[config.mk]
export PLATFORM = sky130hd
export DESIGN_NAME = cache_port_arbiter
export DESIGN_NICKNAME = d
export VERILOG_FILES = /design/src/rtl/cache_port_arbiter.sv
export SDC_FILE = /design/constraint.sdc
export NUM_CORES = 1
export LEC_CHECK = 0
export ABC_CLOCK_PERIOD_IN_PS = 1850
export CORE_AREA = 2 2 362 364
export DETAILED_ROUTE_END_ITERATION = 6
export DIE_AREA = 0 0 364 366
export GPL_ROUTABILITY_DRIVEN = 0
export GPL_TIMING_DRIVEN = 0
export PLACE_DENSITY = 0.36
export SYNTH_ARGS = -nofsm -noshare
export SYNTH_HDL_FRONTEND = slang
export SYNTH_SLANG_ARGS = --single-unit
export TNS_END_PERCENT = 100
[constraint.sdc]
create_clock -name clk -period 1.85 [get_ports clk]
set_input_delay 0.37 -clock clk [delete_from_list [all_inputs] [get_ports clk]]
set_output_delay 0.37 -clock clk [all_outputs]
set_load 0.01 [all_outputs]
[src/rtl/cache_port_arbiter.sv]
// cache_port_arbiter
//   Round-robin arbiter that shares the single scalar/vector data-cache port
//   between NUM_PORTS requesters. It runs one access at a time through
//   IDLE -> BUSY -> RESP. In BUSY it waits out cache misses. In RESP it
//   returns a registered one-cycle response to the port that owned the access.
//
//   Optional feature macro: CACHE_ARB_VEC_EN
//     defined   : the vector path is live (vec_mode/mask/wdata/rdata).
//     undefined : vector inputs are ignored and vector requests run as scalar
//                 accesses. All vector outputs are tied to 0, and the port
//                 list is the same in both builds.
//
// Handshake: a requester raises req[i] with a stable payload and holds both
//   until it sees its gnt[i] pulse. The arbiter copies the payload into
//   registers in the same clock edge that raises gnt. After that edge the
//   requester may drop or change req. resp_valid[i] later pulses for one
//   cycle, and resp_rdata / resp_vec_rdata are valid in that cycle.
//
// Ports:
//   clk, rstn                 clock, asynchronous active-low reset. Reset
//                             release is expected to be synchronised upstream.
//   req/req_we/req_vec        per-port request, write flag, vector flag
//   req_addr/req_wdata        per-port 32-bit address / scalar write data
//   req_vec_wdata/req_vec_mask per-port vector write data / lane enables
//   gnt, resp_valid           one-hot, one-cycle pulses
//   resp_rdata/resp_vec_rdata registered read data returned to the owner
//   *_cache                   cache-side interface
//   dbg_state                 current FSM state (0 IDLE, 1 BUSY, 2 RESP)
module cache_port_arbiter #(
    parameter int NUM_PORTS = 2,
    parameter int LANES     = 4
) (
    input  logic                          clk,
    input  logic                          rstn,
    input  logic [NUM_PORTS-1:0]          req,
    input  logic [NUM_PORTS-1:0]          req_we,
    input  logic [NUM_PORTS-1:0]          req_vec,
    input  logic [32*NUM_PORTS-1:0]       req_addr,
    input  logic [32*NUM_PORTS-1:0]       req_wdata,
    input  logic [32*LANES*NUM_PORTS-1:0] req_vec_wdata,
    input  logic [LANES*NUM_PORTS-1:0]    req_vec_mask,
    output logic [NUM_PORTS-1:0]          gnt,
    output logic [NUM_PORTS-1:0]          resp_valid,
    output logic [31:0]                   resp_rdata,
    output logic [32*LANES-1:0]           resp_vec_rdata,
    output logic [31:0]                   addr_cache,
    output logic [31:0]                   wdata_cache,
    input  logic [31:0]                   rdata_cache,
    output logic                          write_enable_cache,
    output logic                          read_enable_cache,
    input  logic                          miss_cache,
    output logic [32*LANES-1:0]           vec_wdata_cache,
    input  logic [32*LANES-1:0]           vec_rdata_cache,
    output logic                          vec_mode_cache,
    output logic [LANES-1:0]              vec_mask_cache,
    output logic [1:0]                    dbg_state
);

    localparam int IDX_W = $clog2(NUM_PORTS);
    localparam int CW    = IDX_W + 1;  // one spare bit so rr + offset cannot overflow

    typedef enum logic [1:0] {
        S_IDLE = 2'd0,
        S_BUSY = 2'd1,
        S_RESP = 2'd2
    } state_t;

    state_t                 r_state, w_next_state;
    logic                   w_capture, w_complete;
    logic                   w_found;
    logic [IDX_W-1:0]       w_sel;
    logic [CW-1:0]          w_cand;
    logic [CW-1:0]          w_rr_inc;
    logic [IDX_W-1:0]       w_rr_next;

    logic [IDX_W-1:0]       r_rr;
    logic [IDX_W-1:0]       r_owner;
    logic [NUM_PORTS-1:0]   r_gnt;
    logic [NUM_PORTS-1:0]   r_resp_valid;
    logic                   r_we;
    logic [31:0]            r_addr;
    logic [31:0]            r_wdata;
    logic [31:0]            r_rdata;

    localparam logic [NUM_PORTS-1:0] ONE_HOT_0 = {{(NUM_PORTS-1){1'b0}}, 1'b1};

    // Search starts at the pointer and wraps, so the first port found is the
    // first requester at or after rr.
    always_comb begin
        w_found = 1'b0;
        w_sel   = '0;
        w_cand  = '0;
        for (int k = 0; k < NUM_PORTS; k++) begin
            w_cand = {1'b0, r_rr} + CW'(k);
            if (w_cand >= CW'(NUM_PORTS)) begin
                w_cand = w_cand - CW'(NUM_PORTS);
            end
            if (!w_found && req[w_cand[IDX_W-1:0]]) begin
                w_found = 1'b1;
                w_sel   = w_cand[IDX_W-1:0];
            end
        end
    end

    // After an access completes, the port just served gets lowest priority.
    always_comb begin
        w_rr_inc  = {1'b0, r_owner} + CW'(1);
        w_rr_next = w_rr_inc[IDX_W-1:0];
        if (w_rr_inc >= CW'(NUM_PORTS)) begin
            w_rr_next = '0;
        end
    end

    always_ff @(posedge clk or negedge rstn) begin
        if (!rstn) begin
            r_state <= S_IDLE;
        end else begin
            r_state <= w_next_state;
        end
    end

    always_comb begin
        w_next_state = r_state;
        w_capture    = 1'b0;
        w_complete   = 1'b0;
        case (r_state)
            S_IDLE: begin
                if (w_found) begin
                    w_next_state = S_BUSY;
                    w_capture    = 1'b1;
                end
            end
            S_BUSY: begin
                // A miss holds every cache-side output as it is.
                if (!miss_cache) begin
                    w_next_state = S_RESP;
                    w_complete   = 1'b1;
                end
            end
            S_RESP:  w_next_state = S_IDLE;
            default: w_next_state = S_IDLE;
        endcase
    end

    always_ff @(posedge clk or negedge rstn) begin
        if (!rstn) begin
            r_rr         <= '0;
            r_owner      <= '0;
            r_gnt        <= '0;
            r_resp_valid <= '0;
            r_we         <= 1'b0;
            r_addr       <= '0;
            r_wdata      <= '0;
            r_rdata      <= '0;
        end else begin
            r_gnt        <= '0;
            r_resp_valid <= '0;
            if (w_capture) begin
                r_owner <= w_sel;
                r_gnt   <= ONE_HOT_0 << w_sel;
                r_we    <= req_we[w_sel];
                r_addr  <= req_addr[32*w_sel +: 32];
                r_wdata <= req_wdata[32*w_sel +: 32];
            end
            if (w_complete) begin
                r_rr         <= w_rr_next;
                r_resp_valid <= ONE_HOT_0 << r_owner;
                r_rdata      <= r_we ? 32'h0 : rdata_cache;
            end
        end
    end

`ifdef CACHE_ARB_VEC_EN
    logic                r_vec;
    logic [LANES-1:0]    r_vec_mask;
    logic [32*LANES-1:0] r_vec_wdata;
    logic [32*LANES-1:0] r_vec_rdata;

    // Scalar accesses clear the vector registers so mask and data read as 0.
    always_ff @(posedge clk or negedge rstn) begin
        if (!rstn) begin
            r_vec       <= 1'b0;
            r_vec_mask  <= '0;
            r_vec_wdata <= '0;
            r_vec_rdata <= '0;
        end else begin
            if (w_capture) begin
                r_vec       <= req_vec[w_sel];
                r_vec_mask  <= req_vec[w_sel] ? req_vec_mask[LANES*w_sel +: LANES] : '0;
                r_vec_wdata <= req_vec[w_sel] ? req_vec_wdata[32*LANES*w_sel +: 32*LANES] : '0;
            end
            if (w_complete) begin
                r_vec_rdata <= (r_we || !r_vec) ? '0 : vec_rdata_cache;
            end
        end
    end

    assign vec_mode_cache  = r_vec;
    assign vec_mask_cache  = r_vec_mask;
    assign vec_wdata_cache = r_vec_wdata;
    assign resp_vec_rdata  = r_vec_rdata;
`else
    // The vector inputs are not used in this build. They are reduced into one
    // unused net so that the port list can stay the same in both builds.
    logic w_unused_vec;
    assign w_unused_vec    = ^{req_vec, req_vec_wdata, req_vec_mask, vec_rdata_cache};
    assign vec_mode_cache  = 1'b0;
    assign vec_mask_cache  = '0;
    assign vec_wdata_cache = '0;
    assign resp_vec_rdata  = '0;
`endif

    // The enables are decoded from the state register. They are high for the
    // whole of BUSY and low in every other state.
    assign read_enable_cache  = (r_state == S_BUSY) && !r_we;
    assign write_enable_cache = (r_state == S_BUSY) && r_we;
    assign addr_cache         = r_addr;
    assign wdata_cache        = r_wdata;
    assign gnt                = r_gnt;
    assign resp_valid         = r_resp_valid;
    assign resp_rdata         = r_rdata;
    assign dbg_state          = r_state;

endmodule
== Yosys cells after proc, flatten, opt, wreduce, memory -nomap -nowiden ==
Cells that the tools add are included.

* Input port bits: 561
* Word-level logic and storage cells: 56
* Register bits: 105
* Output and inout port bits: 365

* Mux-type cells: 23
* Equality and inequality tests: 3
* Shift operators: 4
* Order comparisons: 6
* Add/subtract/negate cells: 4
* Reduce and logical (&&, ||, !) cells: 7

{| class="wikitable"
|+ Operators by type and width
! cell !! count
|-
| $shiftx 64x7->32 || 2
|-
| $mux 32 || 1
|-
| $mux 1 || 17
|-
| $mux 2 || 4
|-
| $lt 1x2->1 const B || 3
|-
| $add 1x1->2 const B || 2
|-
| $ge 2x2->1 const B || 2
|-
| $ne 2x2->1 const B || 2
|-
| $pmux 2 s2 || 1
|-
| $shl 1x1->2 const A || 2
|-
| $logic_and 1x1->1 || 3
|-
| $eq 2x1->1 const B || 1
|-
| $ge 1x2->1 const B || 1
|-
| $logic_not 1->1 || 2
|-
| $logic_not 2->1 || 1
|-
| $reduce_and 2->1 || 1
|-
| $sub 1x1->1 const B || 2
|}

== Logic depth before layout (Yosys ltp) ==
* Word-level depth: 11
* Depth in mapped cells: 6
* Mapped depth without buffers: 4

== Worst setup path after synthesis ==
OpenSTA, ideal clock, no wires.

* Path kind: reg2reg
* Start point: register r_state[1], in the netlist dbg_state[1]
* End point: register r_addr[13], in the netlist addr_cache[13]
* Slack: 266 ps
* Library setup time: 126 ps
* Period minus slack after synthesis: 1,584 ps
* Stages on the path, launching flop included: 7
* Path buffers: 3
* Data required time: 1,724 ps
* Data arrival time: 1,458 ps
* Cells stage by stage: dfrtp_1 or2_1 buf_2 buf_6 buf_6 o21a_1 a221o_1

* Longest elaborated chain between the ends: 2

{| class="wikitable"
|+ RTL lines
! item !! RTL line !! source
|-
| from (decl) || 68 || <nowiki>state_t r_state, w_next_state;</nowiki>
|-
| from (signal assigned) || 118 || <nowiki>r_state <= w_next_state;</nowiki>
|-
| $logic_not 2->1 || 126 || <nowiki>case (r_state)</nowiki>
|-
| $mux 1 || 126 ||
|-
| to (signal assigned) || 162 || <nowiki>r_addr <= req_addr[32*w_sel +: 32];</nowiki>
|-
| to (decl) || 81 || <nowiki>logic [31:0] r_addr;</nowiki>
|}

Every way passes these cells.
A chain may end at the register's enable or synchronous reset.

== Worst setup path after layout ==
* Start point: register r_wdata[16], in the netlist wdata_cache[16]
* End point: output wdata_cache[16]

{| class="wikitable"
|+ RTL lines
! item !! RTL line !! source
|-
| from (decl) || 82 || <nowiki>logic [31:0] r_wdata;</nowiki>
|-
| from (signal assigned) || 163 || <nowiki>r_wdata <= req_wdata[32*w_sel +: 32];</nowiki>
|-
| to (decl) || 47 || <nowiki>output logic [31:0] wdata_cache,</nowiki>
|}

No word-level cell between the ends.

==> flow_summary.json <==
{
  "maxCapViolations": 0,
  "num_vias": 5834,
  "p_sw_share_pct": 41.8,
  "worst_pin_slew_ns": 0.793,
  "status": "finished, violations left",
  "grt.overflow.total": 0,
  "drive_gt1_share_pct": 27.6,
  "yosys_warnings": 0,
  "io_buffer_count": 270,
  "grt_usage_pct": 5.51,
  "root_buffer": "clkbuf_16",
  "fin_cells": 2953,
  "ys_top_cells_by_area": "dfrtp_1 (40%), buf_4 (30%), a221o_1 (10%), o21a_1 (7.5%), nand2b_1 (3.3%)",
  "r2r_cells": 6,
  "route.detailed.vias_per_inst": 1.98,
  "drc": 0,
  "critPathKind": "flip-flop to primary output",
  "cp_num_cells": 1,
  "seqPwrFrac_pct": 29.0,
  "avgRoutedWirePerCell_um": 12.7,
  "path_clk_slew_ns": 0.09,
  "synth_seq_cells": 105,
  "p_sw_mw": 5.96,
  "post-dp-hpwl_um": 31900,
  "powerDensity_nw_per_um2": 1110,
  "synth_top_cell_by_area": "dfrtp_1",
  "coreArea_um2": 129000,
  "fillers": 14975,
  "dp.cells": 2925,
  "end_kind": "primary output",
  "setup_viol": 1,
  "setup_ws_ns": -0.0461,
  "grt_pass1_vias": 5803,
  "io_pins": 926,
  "worstPathRequired_ns": 1.48,
  "leakagePower_nw": 5.68,
  "worst_hold_path_type": "flip-flop to flip-flop",
  "num_rows": 132,
  "wirelength_um": 37500,
  "die_h_um": 366,
  "slew_violations": 0,
  "clkPwrFrac_pct": 16.0,
  "cts_num_sinks": 105,
  "hold_viol_final": 0,
  "violations": "setup timing",
  "cpMaxStageDelayCell": "clkdlybuf4s15_1",
  "avgSynthCellArea_um2": 10.0,
  "crit_family": "buffers and inverters",
  "ir_worst_vdd_uv": 455,
  "crit_chain": "clkdlybuf4s15_1",
  "clk_path_buf_depth": 2,
  "synth.distinct_cells": 21,
  "startpoint_type": "flip-flop",
  "relSlewSlack_pct": 47.4,
  "period_share_pct": 102,
  "cts_htree_levels": 3,
  "netlist_instances": 652,
  "finClkSkew_ns": 0.0167,
  "pwr-share-comb_pct": 55.1,
  "design.die.area_um2": 133000,
  "hold_path_depth": 1,
  "firstDrtPassIters": 4,
  "cts_buffers": 9,
  "ant_nets": 0,
  "r2r_slack_ns": 0.11,
  "path_buf_inv": 1,
  "crit_arrival_ns": 1.53,
  "area_delta_synth_final_pct": 96.8,
  "die_x_um": 364,
  "cp_max_fo": 2,
  "rsz0062_at_grt": "false",
  "antenna_found_initial": 13,
  "initial_core_util_pct": 5.05,
  "p_int_mw": 8.28,
  "final.setup.tns_ns": -0.0461,
  "clk-insertion-delay-late_ns": 0.43,
  "grt_pass1_wl_um": 49400,
  "yosys.area.top_type_share_pct": 40.3,
  "max_stage_delay_ns": 0.71,
  "first_iter_violations": 156,
  "cts_tree": "yes",
  "min_period_ns": 1.90,
  "fin_nets": 1759,
  "fmax_mhz": 527,
  "seq_area_frac_synth_pct": 40.3,
  "grt_max_degree": 55,
  "synth_area_um2": 6520
}
==> final cells by class <==
type                    instances  area [um2]  area share, %
flip-flops and latches        105        2640           20.6
repair buffers                277        2750           21.4
clock inverters                 7        85.1          0.663
well taps                    1742        2180           17.0
clock buffers                   9         225           1.76
plain buffers                 299        2220           17.3
multi-input cells             505        2710           21.2
diodes                          8        20.0          0.156
inverters                       1        3.75         0.0293
==> sequential cells by signal, indices dropped and copies added, names as in the netlist <==
name	flops
resp_valid	2
r_rr	1
wdata_cache	32
resp_rdata	32
dbg_state	2
r_owner	1
addr_cache	32
r_we	1
gnt	2
==> power by group through the flow <==
stage	registers, mW	logic, mW	clock network, mW
after floorplan	4.48	3.10	0
after global placement	4.19	8.12	0
final	4.12	7.84	2.27
after detailed placement	4.24	8.07	0
after global routing	4.28	8.64	2.51
after CTS	4.18	8.05	2.47
==> kinds of logic (layout without fill, tap and decap cells) <==
logic type / count (synthesis) / count (layout) / synth area share (%)
AND/OR/NAND/NOR: 80 / 80 / 6.33
AO/OA/AOI/OAI: 164 / 164 / 20.1
buffers and inverters: 302 / 593 / 33.2
other: 1 / 269 / 0.0575
flip-flops: 105 / 105 / 40.3
==> Yosys cell counts, drive strengths merged <==
cell and count:
buf 283, dfrtp 105, a221o 65, o21a 65, nand2b 34, o21ai 34
nand2 33, clkbuf 18, nor2 5, and3 2, and2 1, and3b 1
conb 1, inv 1, nand3b 1, nor3b 1, or2 1, or3b 1
==> routing by layer <==
| metal | track usage, % | vias to the layer above | wire length [um] |
|---|---|---|---|
| met5 | 0 | - | 27 |
| met4 | 1.20 | 4 | 343 |
| met1 | 6.95 | 2532 | 16900 |
| met3 | 3.42 | 18 | 5580 |
| met2 | 7.84 | 452 | 14600 |
| li1 | - | 2828 | - |
==> cell usage in the layout (no fill, tap or decap), types with 5 or more instances in the layout <==
cell / instances
dfrtp_2: 8
clkbuf_1: 6
diode_2: 8
conb_1: 261
clkdlybuf4s50_1: 240
buf_4: 276
o21ai_0: 34
clkbuf_2: 10
nand2b_1: 34
a221o_1: 65
dfrtp_1: 97
clkbuf_4: 5
clkbuf_16: 9
buf_6: 7
o21a_1: 65
dlygate4sd2_1: 18
nand2_1: 33
buf_2: 5
==> final timing paths <==
| path | startpoint | end |
|---|---|---|
| max | wdata_cache[16]$_DFFE_PN0P_ | wdata_cache[16] |
| min | r_owner$_DFFE_PN0P_ | resp_valid[0]$_DFF_PN0_ |
| max reg2reg | dbg_state[1]$_DFFE_PN0P_ | resp_rdata[13]$_DFFE_PN0N_ |
| min reg2reg | r_owner$_DFFE_PN0P_ | resp_valid[0]$_DFF_PN0_ |
| max in group asynchronous | rstn | addr_cache[4]$_DFFE_PN0P_ |
| min in group asynchronous | rstn | wdata_cache[5]$_DFFE_PN0P_ |
==> per-stage QoR <==
stage / worst slack (ns) / hold WS (ns) / total power [mW] / instance area, um2 / util (%)
floorplan: 0.266 / 0.0744 / 7.58 / 7500 / -
global placement: -5.16 / 0.465 / 12.3 / 12400 / 9.60
detailed placement: -1.39 / 0.397 / 12.3 / 12400 / 9.62
CTS: 0.00109 / 0.437 / 14.7 / 12800 / 9.91
global route: 0.00297 / 0.481 / 15.4 / 12800 / 9.93
finish: -0.0461 / 0.465 / 14.2 / 12800 / 9.95
==> what timing repair did <==
action | 4_1_cts | 5_1_grt
endpoints found under the hold margin | 53 | 0
hold buffers | 1 | 0
buffers inserted | 4 | 1
resized for setup | 69 | 26
endpoints found under the setup margin | 97 | 72
No activity file was read; power rests on OpenSTA's default activity.
